File: src/rtl/circ_noc_pkg.sv
`default_nettype none
// ============================================================================
// Module      : circ_noc_pkg
// Description : Shared defaults, packet field layout, injection-word builder
//               and injector FSM encoding for the circulant-NoC node side.
// Revision    : 1.0 - initial release
// ============================================================================
package circ_noc_pkg;

  // Default node-number and router packet widths
  localparam int K_DEF  = 8;
  localparam int N2_DEF = 17;

  // Packet field positions
  localparam int VALID_BIT = N2_DEF - 1;
  localparam int DEST_MSB  = K_DEF - 1;
  localparam int DEST_LSB  = 0;

  // Injector FSM encoding
  typedef enum logic [1:0] {
    ST_IDLE = 2'd0,
    ST_SEND = 2'd1,
    ST_WAIT = 2'd2
  } inj_state_e;

  // Valid bit set, reserved middle bits zero, destination in the low field
  function automatic logic [N2_DEF-1:0] make_inject_word(input logic [K_DEF-1:0] dest);
    logic [N2_DEF-1:0] word;
    word                    = '0;
    word[VALID_BIT]         = 1'b1;
    word[DEST_MSB:DEST_LSB] = dest;
    return word;
  endfunction

endpackage
`default_nettype wire

File: src/rtl/circ_req_fifo.sv
`default_nettype none
// ============================================================================
// Module      : circ_req_fifo
// Description : Synchronous request FIFO (power-of-two depth) with
//               combinational read port and async active-low reset.
// Revision    : 1.0 - initial release
// ============================================================================
module circ_req_fifo #(
  parameter int WIDTH = 8,
  parameter int DEPTH = 4
) (
  input  logic             clk,
  input  logic             rst_n,
  input  logic             push,
  input  logic [WIDTH-1:0] push_data,
  input  logic             pop,
  output logic [WIDTH-1:0] pop_data,
  output logic             full,
  output logic             empty
);

  localparam int              c_aw      = $clog2(DEPTH);
  localparam logic [c_aw:0]   c_depth   = (c_aw+1)'(DEPTH);
  localparam logic [c_aw:0]   c_cnt_one = (c_aw+1)'(1);
  localparam logic [c_aw-1:0] c_ptr_one = c_aw'(1);

  logic [WIDTH-1:0] mem_q [DEPTH];
  logic [WIDTH-1:0] mem_d [DEPTH];
  logic [c_aw-1:0]  wr_ptr_q, wr_ptr_d;
  logic [c_aw-1:0]  rd_ptr_q, rd_ptr_d;
  logic [c_aw:0]    count_q, count_d;
  logic             w_do_push;
  logic             w_do_pop;

  assign full      = (count_q == c_depth);
  assign empty     = (count_q == '0);
  // Overflow/underflow requests are dropped here so callers cannot corrupt state
  assign w_do_push = push && !full;
  assign w_do_pop  = pop && !empty;
  assign pop_data  = mem_q[rd_ptr_q];

  // Next-state for storage, pointers and occupancy; push+pop keeps count
  always_comb begin
    mem_d    = mem_q;
    wr_ptr_d = wr_ptr_q;
    rd_ptr_d = rd_ptr_q;
    count_d  = count_q;
    if (w_do_push) begin
      mem_d[wr_ptr_q] = push_data;
      wr_ptr_d        = wr_ptr_q + c_ptr_one;
    end
    if (w_do_pop) begin
      rd_ptr_d = rd_ptr_q + c_ptr_one;
    end
    case ({w_do_push, w_do_pop})
      2'b10:   count_d = count_q + c_cnt_one;
      2'b01:   count_d = count_q - c_cnt_one;
      default: count_d = count_q;
    endcase
  end

  // Storage array needs no reset: occupancy alone decides what is valid
  always_ff @(posedge clk) begin
    mem_q <= mem_d;
  end

  // Pointer and occupancy registers
  always_ff @(posedge clk or negedge rst_n) begin
    if (!rst_n) begin
      wr_ptr_q <= '0;
      rd_ptr_q <= '0;
      count_q  <= '0;
    end else begin
      wr_ptr_q <= wr_ptr_d;
      rd_ptr_q <= rd_ptr_d;
      count_q  <= count_d;
    end
  end

endmodule
`default_nettype wire

File: src/rtl/circ_node_injector.sv
`default_nettype none
// ============================================================================
// Module      : circ_node_injector
// Description : Node-side injector for a circulant-NoC router. Queues
//               destination requests, injects one single-cycle packet pulse
//               at a time into in_free with a minimum idle gap, and keeps
//               saturating tx/rx statistics.
// Revision    : 1.0 - initial release
// ============================================================================
module circ_node_injector
  import circ_noc_pkg::*;
#(
  parameter int NODE_COUNT = 225,
  parameter int K          = 8,
  parameter int N2         = 17,
  parameter int FIFO_DEPTH = 4,
  parameter int GAP        = 2
) (
  input  logic          clk,
  input  logic          rst_n,
  input  logic [K-1:0]  router_name,
  input  logic          req_valid,
  input  logic [K-1:0]  req_dest,
  output logic          req_ready,
  output logic [N2-1:0] pkt_out,
  output logic          busy,
  output logic          err_bad_dest,
  input  logic          rx_data,
  output logic          rx_pulse,
  output logic [15:0]   tx_count,
  output logic [15:0]   rx_count
);

  // Gap counter holds GAP-1 at most; keep at least one bit so GAP=0/1 elaborate
  localparam int                 c_gap_w      = (GAP > 1) ? $clog2(GAP) : 1;
  localparam logic [c_gap_w-1:0] c_gap_load   = c_gap_w'((GAP > 0) ? GAP - 1 : 0);
  localparam logic [K:0]         c_node_limit = (K+1)'(NODE_COUNT);
  localparam logic [15:0]        c_cnt_max    = 16'hFFFF;

  inj_state_e          state_q, state_d;
  logic [N2-1:0]       pkt_out_q, pkt_out_d;
  logic [c_gap_w-1:0]  gap_cnt_q, gap_cnt_d;
  logic [15:0]         tx_count_q, tx_count_d;
  logic [15:0]         rx_count_q, rx_count_d;
  logic                rx_pulse_q, rx_pulse_d;
  logic                err_bad_dest_q, err_bad_dest_d;

  logic                w_accept;
  logic                w_dest_bad;
  logic                w_fifo_push;
  logic                w_fifo_pop;
  logic                w_fifo_full;
  logic                w_fifo_empty;
  logic [K-1:0]        w_fifo_dout;
  logic [N2-1:0]       w_inject_word;
  logic                w_unused_name;

  // Own node number is informational only: a destination equal to it is a
  // legal local delivery handled by the router, so no logic depends on it.
  assign w_unused_name = ^router_name;

  // Ready depends only on occupancy so the handshake never loops through req_valid
  assign req_ready   = !w_fifo_full;
  assign w_accept    = req_valid && req_ready;
  assign w_dest_bad  = ({1'b0, req_dest} >= c_node_limit);
  // Out-of-range requests are consumed by the handshake but never stored
  assign w_fifo_push = w_accept && !w_dest_bad;

  circ_req_fifo #(
    .WIDTH (K),
    .DEPTH (FIFO_DEPTH)
  ) u_fifo (
    .clk       (clk),
    .rst_n     (rst_n),
    .push      (w_fifo_push),
    .push_data (req_dest),
    .pop       (w_fifo_pop),
    .pop_data  (w_fifo_dout),
    .full      (w_fifo_full),
    .empty     (w_fifo_empty)
  );

  // Use the shared word builder when widths match the package defaults
  if ((K == K_DEF) && (N2 == N2_DEF)) begin : g_word_pkg
    assign w_inject_word = make_inject_word(w_fifo_dout);
  end else begin : g_word_generic
    // Same layout as the package builder for non-default widths
    always_comb begin
      w_inject_word         = '0;
      w_inject_word[N2-1]   = 1'b1;
      w_inject_word[K-1:0]  = w_fifo_dout;
    end
  end

  // Injection FSM: pop in IDLE, one-cycle SEND pulse, then GAP idle cycles
  always_comb begin
    state_d    = state_q;
    pkt_out_d  = pkt_out_q;
    gap_cnt_d  = gap_cnt_q;
    tx_count_d = tx_count_q;
    w_fifo_pop = 1'b0;
    case (state_q)
      ST_IDLE: begin
        if (!w_fifo_empty) begin
          w_fifo_pop = 1'b1;
          pkt_out_d  = w_inject_word;
          state_d    = ST_SEND;
        end
      end
      ST_SEND: begin
        if (tx_count_q != c_cnt_max) begin
          tx_count_d = tx_count_q + 16'd1;
        end
        pkt_out_d = '0;
        if (GAP == 0) begin
          state_d = ST_IDLE;
        end else begin
          gap_cnt_d = c_gap_load;
          state_d   = ST_WAIT;
        end
      end
      ST_WAIT: begin
        if (gap_cnt_q == '0) begin
          state_d = ST_IDLE;
        end else begin
          gap_cnt_d = gap_cnt_q - c_gap_w'(1);
        end
      end
      default: begin
        pkt_out_d = '0;
        state_d   = ST_IDLE;
      end
    endcase
  end

  // Receive monitor and bad-destination flag for the following cycle
  always_comb begin
    rx_pulse_d     = rx_data;
    rx_count_d     = rx_count_q;
    err_bad_dest_d = w_accept && w_dest_bad;
    if (rx_data && (rx_count_q != c_cnt_max)) begin
      rx_count_d = rx_count_q + 16'd1;
    end
  end

  // State registers; reset clears pkt_out immediately so no partial packet escapes
  always_ff @(posedge clk or negedge rst_n) begin
    if (!rst_n) begin
      state_q        <= ST_IDLE;
      pkt_out_q      <= '0;
      gap_cnt_q      <= '0;
      tx_count_q     <= '0;
      rx_count_q     <= '0;
      rx_pulse_q     <= 1'b0;
      err_bad_dest_q <= 1'b0;
    end else begin
      state_q        <= state_d;
      pkt_out_q      <= pkt_out_d;
      gap_cnt_q      <= gap_cnt_d;
      tx_count_q     <= tx_count_d;
      rx_count_q     <= rx_count_d;
      rx_pulse_q     <= rx_pulse_d;
      err_bad_dest_q <= err_bad_dest_d;
    end
  end

  assign pkt_out      = pkt_out_q;
  assign busy         = !w_fifo_empty || (state_q != ST_IDLE);
  assign err_bad_dest = err_bad_dest_q;
  assign rx_pulse     = rx_pulse_q;
  assign tx_count     = tx_count_q;
  assign rx_count     = rx_count_q;

endmodule
`default_nettype wire

File: config.mk
export PLATFORM = sky130hd
export DESIGN_NAME = circ_node_injector
export DESIGN_NICKNAME = d
export VERILOG_FILES = /design/src/rtl/circ_noc_pkg.sv /design/src/rtl/circ_req_fifo.sv /design/src/rtl/circ_node_injector.sv
export SDC_FILE = /design/constraint.sdc
export NUM_CORES = 1
export LEC_CHECK = 0
export BUFFER_PORTS_ARGS = -buffer_cell sky130_fd_sc_hd__buf_2
export CAP_MARGIN = 20
export CORE_MARGIN = 3
export CORE_UTILIZATION = 40
export CTS_CLUSTER_SIZE = 24
export DETAILED_ROUTE_END_ITERATION = 8
export GPL_TIMING_DRIVEN = 0
export SLEW_MARGIN = 5
export SYNTH_ARGS = -nofsm -noshare
export SYNTH_HDL_FRONTEND = slang
export SYNTH_SLANG_ARGS = --single-unit
File: constraint.sdc
create_clock -name clk -period 2.1 [get_ports clk]
set_input_delay 0.21 -clock clk [delete_from_list [all_inputs] [get_ports clk]]
set_output_delay 0.21 -clock clk [all_outputs]
set_load 0.01 [all_outputs]
==> impl_summary.log <==
[metrics] final count of pins violating max slew: 0
[metrics] worst hold-check path type: input pin to register
[metrics] slowest stage cell, crit path: sky130_fd_sc_hd__dfrtp_1
[metrics] maximum fanout encountered on the critical timing path: 7
[metrics] Seq/Total Area, Yosys: 0.6057
[metrics] Initial Util: 0.4227
[metrics] pin count of the biggest net entering global routing: 37
[metrics] layout overhead on the synthesized area: 18.75%
[metrics] post-layout util: 0.5020
[metrics] element type at the critical path end: register
[metrics] cell area after technology mapping: 3776 µm²
[metrics] final worst setup slack: 0.1032 ns
[metrics] post-CTS clock slew at the launch and capture registers of the worst setup and hold paths: 0.07 ns
[metrics] number of global-route vias before repair: 2321
[metrics] Avg Cell Area, Syn: 13.68 µm²
[metrics] Post-Route Setup TNS: 0 ns
[metrics] path depth of the worst reg2reg path: 11
[metrics] floorplan die area: 10640 µm²
[metrics] WP data arrival: 2.26 ns
[metrics] count of endpoints failing hold in the final timing report: 0
[metrics] clk buf depth: 2
[metrics] number of standard-cell rows in the floorplan: 34
[metrics] first-pass GRT wire length: 11.46 mm
[metrics] CP startpoint kind: register
[metrics] clock tree from TritonCTS: done
[metrics] area share of xor/xnor cells in the synthesized design: 0.06958
[metrics] Post-Route WL: 6.934 mm
[metrics] VDD IR max: 0.6439 mV
[metrics] Design Power: 5.288 mW
[metrics] Congestion Overflow GR: 0
[metrics] vertical extent of the die: 103.2 µm
[metrics] arithmetic-cell share of the synthesized area counting full adders, half adders and majority gates: 0.03844
[metrics] number of primary I/O pins: 73
[metrics] register-to-register path setup slack: 0.10 ns
[metrics] Non-Filler Instances: 469
[metrics] total via count in the routed design: 2356
[metrics] number of clock buffers inserted by TritonCTS: 9
[metrics] crit path from: u_fifo.count_q[0]
[metrics] # port buffers: 56
[metrics] crit-path max cell delay: 0.43 ns
[metrics] weighted congestion at the end of routability-driven global placement: 0.7579
[metrics] Max Freq: 0.5008 GHz
[metrics] slew at the pin closest to its max-slew limit: 0.5569 ns
[metrics] ordered list of cells on the worst path: inv_2 > nand3_4 > and3_4 > buf_6 > inv_1 > ha_2 > inv_1 > fa_2 > xor2_1 > nor2_1 > xor2_1
[metrics] area taken by multi-input logic gates: 1410 µm²
[metrics] initial antenna violation count: 0
[metrics] number of antenna repair diodes: 0
[metrics] Post-Synth Simple-Gate Area: 0.1402
[metrics] number of clock sinks: 85
[metrics] post-DR vias/cell: 5.023
[metrics] worst setup timing slack at the placement stage: -0.2547 ns
[metrics] Worst Hold Path Cells: 1
[metrics] Synth Area in Compound Gates: 0.03844
[metrics] worst hold endpoint: rx_pulse
[metrics] mux contribution to synthesized area: 0.06892
[metrics] number of max-cap violations: 0
[metrics] Hold Crit Start: rx_data
[metrics] Worst Path Required: 2.36 ns
[metrics] Buffers & Inverters on Critical Path: 4
[metrics] DRC marker count from the first detailed-route iteration: 62
[metrics] number of instances in the placed design: 448
[metrics] H-tree levels: 3
[metrics] die span in x: 103.2 µm
[metrics] layout cells sized above 1: 0.3352
[metrics] Mapped Cells: 276
[metrics] count of TritonRoute iterations in the first routing pass: 4
[metrics] fin crit period: 1.997 ns
[metrics] residual antenna-violating net count after detailed routing: 0
[metrics] Final Skew: 0.009025 ns
[metrics] count of cell types in the netlist: 44
[metrics] worst slew margin relative to its limit: 0.6274
[metrics] worst reg2reg startpoint: u_fifo.count_q[0]
[metrics] CORE AREA: 8934 µm²
[metrics] final count of negative-setup-slack endpoints: 0
[metrics] routed wirelength normalized by instance count: 14.78 µm
[metrics] number of fill cells in the layout: 802
[metrics] register area: 2287 µm²
[metrics] CP delay by family, top: adder cells
[metrics] critical path start-end classification: register to register
[metrics] reg-to-reg endpoint: u_fifo.count_q[2]
[metrics] Clock Latency Late Sink: 0.34 ns
[metrics] Total GRT Usage: 0.1408
[metrics] share of the cycle needed by the critical path after routing: 0.9509
[metrics] total of flip-flops plus latches after synthesis: 85
[metrics] warnings from Yosys: 0
[metrics] leakage power: 2.072 nW
[metrics] result of the run: complete, no violations
[metrics] HPWL after detailed placement: 4.926 mm
[metrics] nets@finish: 387
[metrics] total power per unit cell area: 1179 nW/µm²
[metrics] buffer type at the clock tree root: sky130_fd_sc_hd__clkbuf_8
[metrics] main combinational cell family by area after synthesis: simple AND/OR/NAND/NOR gates
[metrics] remaining design rule violation count: 0
## cell families (layout without fill, tap and decap cells)
kind of cell | Yosys count | after routing
buffers and inverters | 26 | 104
AOI/OAI and AO/OA | 20 | 20
muxes | 15 | 15
xor gates and xnor gates | 30 | 30
and+or+nand+nor | 88 | 88
other | 1 | 8
DFF | 85 | 85
adders and majority gates | 11 | 11
## layout make-up
class / count / area share
clock buffers: 12 / 0.03237
well taps: 108 / 0.03013
multi-input cells: 172 / 0.3145
repair buffers: 62 / 0.07589
plain buffers: 15 / 0.02260
inverters: 11 / 0.009208
clock inverters: 4 / 0.005301
flip-flops and latches: 85 / 0.5100
## worst max path at each step
stage / endpoint / slack [ns] / cells after the start
detailed placement: u_fifo.count_q[2] / -0.25 / 12
global route: u_fifo.count_q[2] / -0.01 / 11
finish: u_fifo.count_q[2] / 0.10 / 11
CTS: u_fifo.count_q[2] / 0.02 / 11
global placement: u_fifo.count_q[2] / -0.22 / 12
floorplan: u_fifo.count_q[2] / 0.07 / 11
## sequential cells by signal, indices dropped and copies added, names as in the netlist
signal / flops
tx_count: 16
gap_cnt_q: 1
u_fifo.count_q: 3
rx_pulse: 1
u_fifo.rd_ptr_q: 2
rx_count: 16
u_fifo.wr_ptr_q: 2
err_bad_dest: 1
u_fifo.mem_q: 32
pkt_out: 9
state_q: 2
## metal layers
layer / up-vias / share of wire / GRT usage
met2: 46 / 0.48 / 0.2092
met1: 1159 / 0.46 / 0.2004
met5: - / 0 / 0
met3: 6 / 0.052 / 0.03180
met4: 0 / 0.011 / 0.05677
li1: 1145 / - / -
## per-stage QoR
stage	hold WS [ns]	cell area, µm²
2_1_floorplan	-0.08559	3802
3_3_place_gp	0.4214	4218
3_5_place_dp	0.1715	4238
4_1_cts	0.05647	4422
5_1_grt	0.05076	4484
6_report	0.06902	4484
## cell usage in the layout, fill, tap and decap left out, types with 2 or more instances in the layout
| cell | synthesis | layout |
|---|---|---|
| sky130_fd_sc_hd__nand2_1 | 17 | 17 |
| sky130_fd_sc_hd__buf_4 | 9 | 13 |
| sky130_fd_sc_hd__mux2i_1 | 2 | 2 |
| sky130_fd_sc_hd__nand3_1 | 11 | 10 |
| sky130_fd_sc_hd__edfxtp_1 | 32 | 32 |
| sky130_fd_sc_hd__conb_1 | 1 | 8 |
| sky130_fd_sc_hd__dfrtp_1 | 53 | 53 |
| sky130_fd_sc_hd__clkbuf_8 | 0 | 10 |
| sky130_fd_sc_hd__nor4b_2 | 2 | 2 |
| sky130_fd_sc_hd__a21oi_1 | 5 | 5 |
| sky130_fd_sc_hd__inv_1 | 11 | 8 |
| sky130_fd_sc_hd__clkinvlp_4 | 0 | 2 |
| sky130_fd_sc_hd__ha_1 | 10 | 8 |
| sky130_fd_sc_hd__mux2_2 | 4 | 4 |
| sky130_fd_sc_hd__xnor2_1 | 10 | 10 |
| sky130_fd_sc_hd__clkbuf_1 | 1 | 3 |
| sky130_fd_sc_hd__inv_2 | 0 | 3 |
| sky130_fd_sc_hd__nor2_1 | 9 | 9 |
| sky130_fd_sc_hd__nor3_1 | 11 | 10 |
| sky130_fd_sc_hd__and3_1 | 5 | 4 |
| sky130_fd_sc_hd__and2_2 | 4 | 4 |
| sky130_fd_sc_hd__mux4_2 | 8 | 8 |
| sky130_fd_sc_hd__ha_2 | 0 | 2 |
| sky130_fd_sc_hd__a22o_1 | 8 | 8 |
| sky130_fd_sc_hd__xor2_1 | 20 | 20 |
| sky130_fd_sc_hd__nand2b_1 | 3 | 2 |
| sky130_fd_sc_hd__and4_1 | 8 | 8 |
| sky130_fd_sc_hd__nor4_1 | 3 | 3 |
| sky130_fd_sc_hd__nand4_1 | 8 | 8 |
| sky130_fd_sc_hd__buf_2 | 3 | 59 |
## synth_stat cells, drive strengths merged
library cell,number,area (µm²)
and3,5,31.28
nor2b,1,8.760
and2,5,36.29
fa,1,20.02
nor4,4,31.28
dfrtp,53,1326
a22o,8,70.07
mux4,8,180.2
nor3,11,55.05
a22oi,1,7.510
o21bai,1,7.510
clkbuf,1,3.750
buf,14,97.58
a21o,1,7.510
a21oi,5,25.02
nor4b,3,38.79
mux2i,2,20.02
edfxtp,32,960.9
o21ai,2,13.76
nand3,11,55.05
and4,8,70.07
conb,1,3.750
or4,1,11.26
xor2,20,175.2
nand4,9,62.56
nand2,17,63.81
a21boi,1,7.510
mux2,5,60.05
xnor2,10,87.58
nor2,9,33.78
a31oi,1,6.260
and4bb,1,12.51
inv,11,41.29
ha,10,125.1
nand2b,3,18.77
## power by group
group	internal [mW]	switching, mW	leakage [nW]	total (mW)
clock network	0.458	0.556	0.0800	1.01
registers	2.14	0.292	0.975	2.43
logic	0.898	0.943	1.02	1.84
## what timing repair did
item | 4_1_cts | 5_1_grt
hold buffers | 1 | 0
endpoints found under the hold margin | 17 | 0
endpoints found under the setup margin | 1 | 2
setup buffers | 0 | 4
gates resized for setup | 2 | 9
pin swaps | 0 | 1
(Power assumes the default switching activity.)
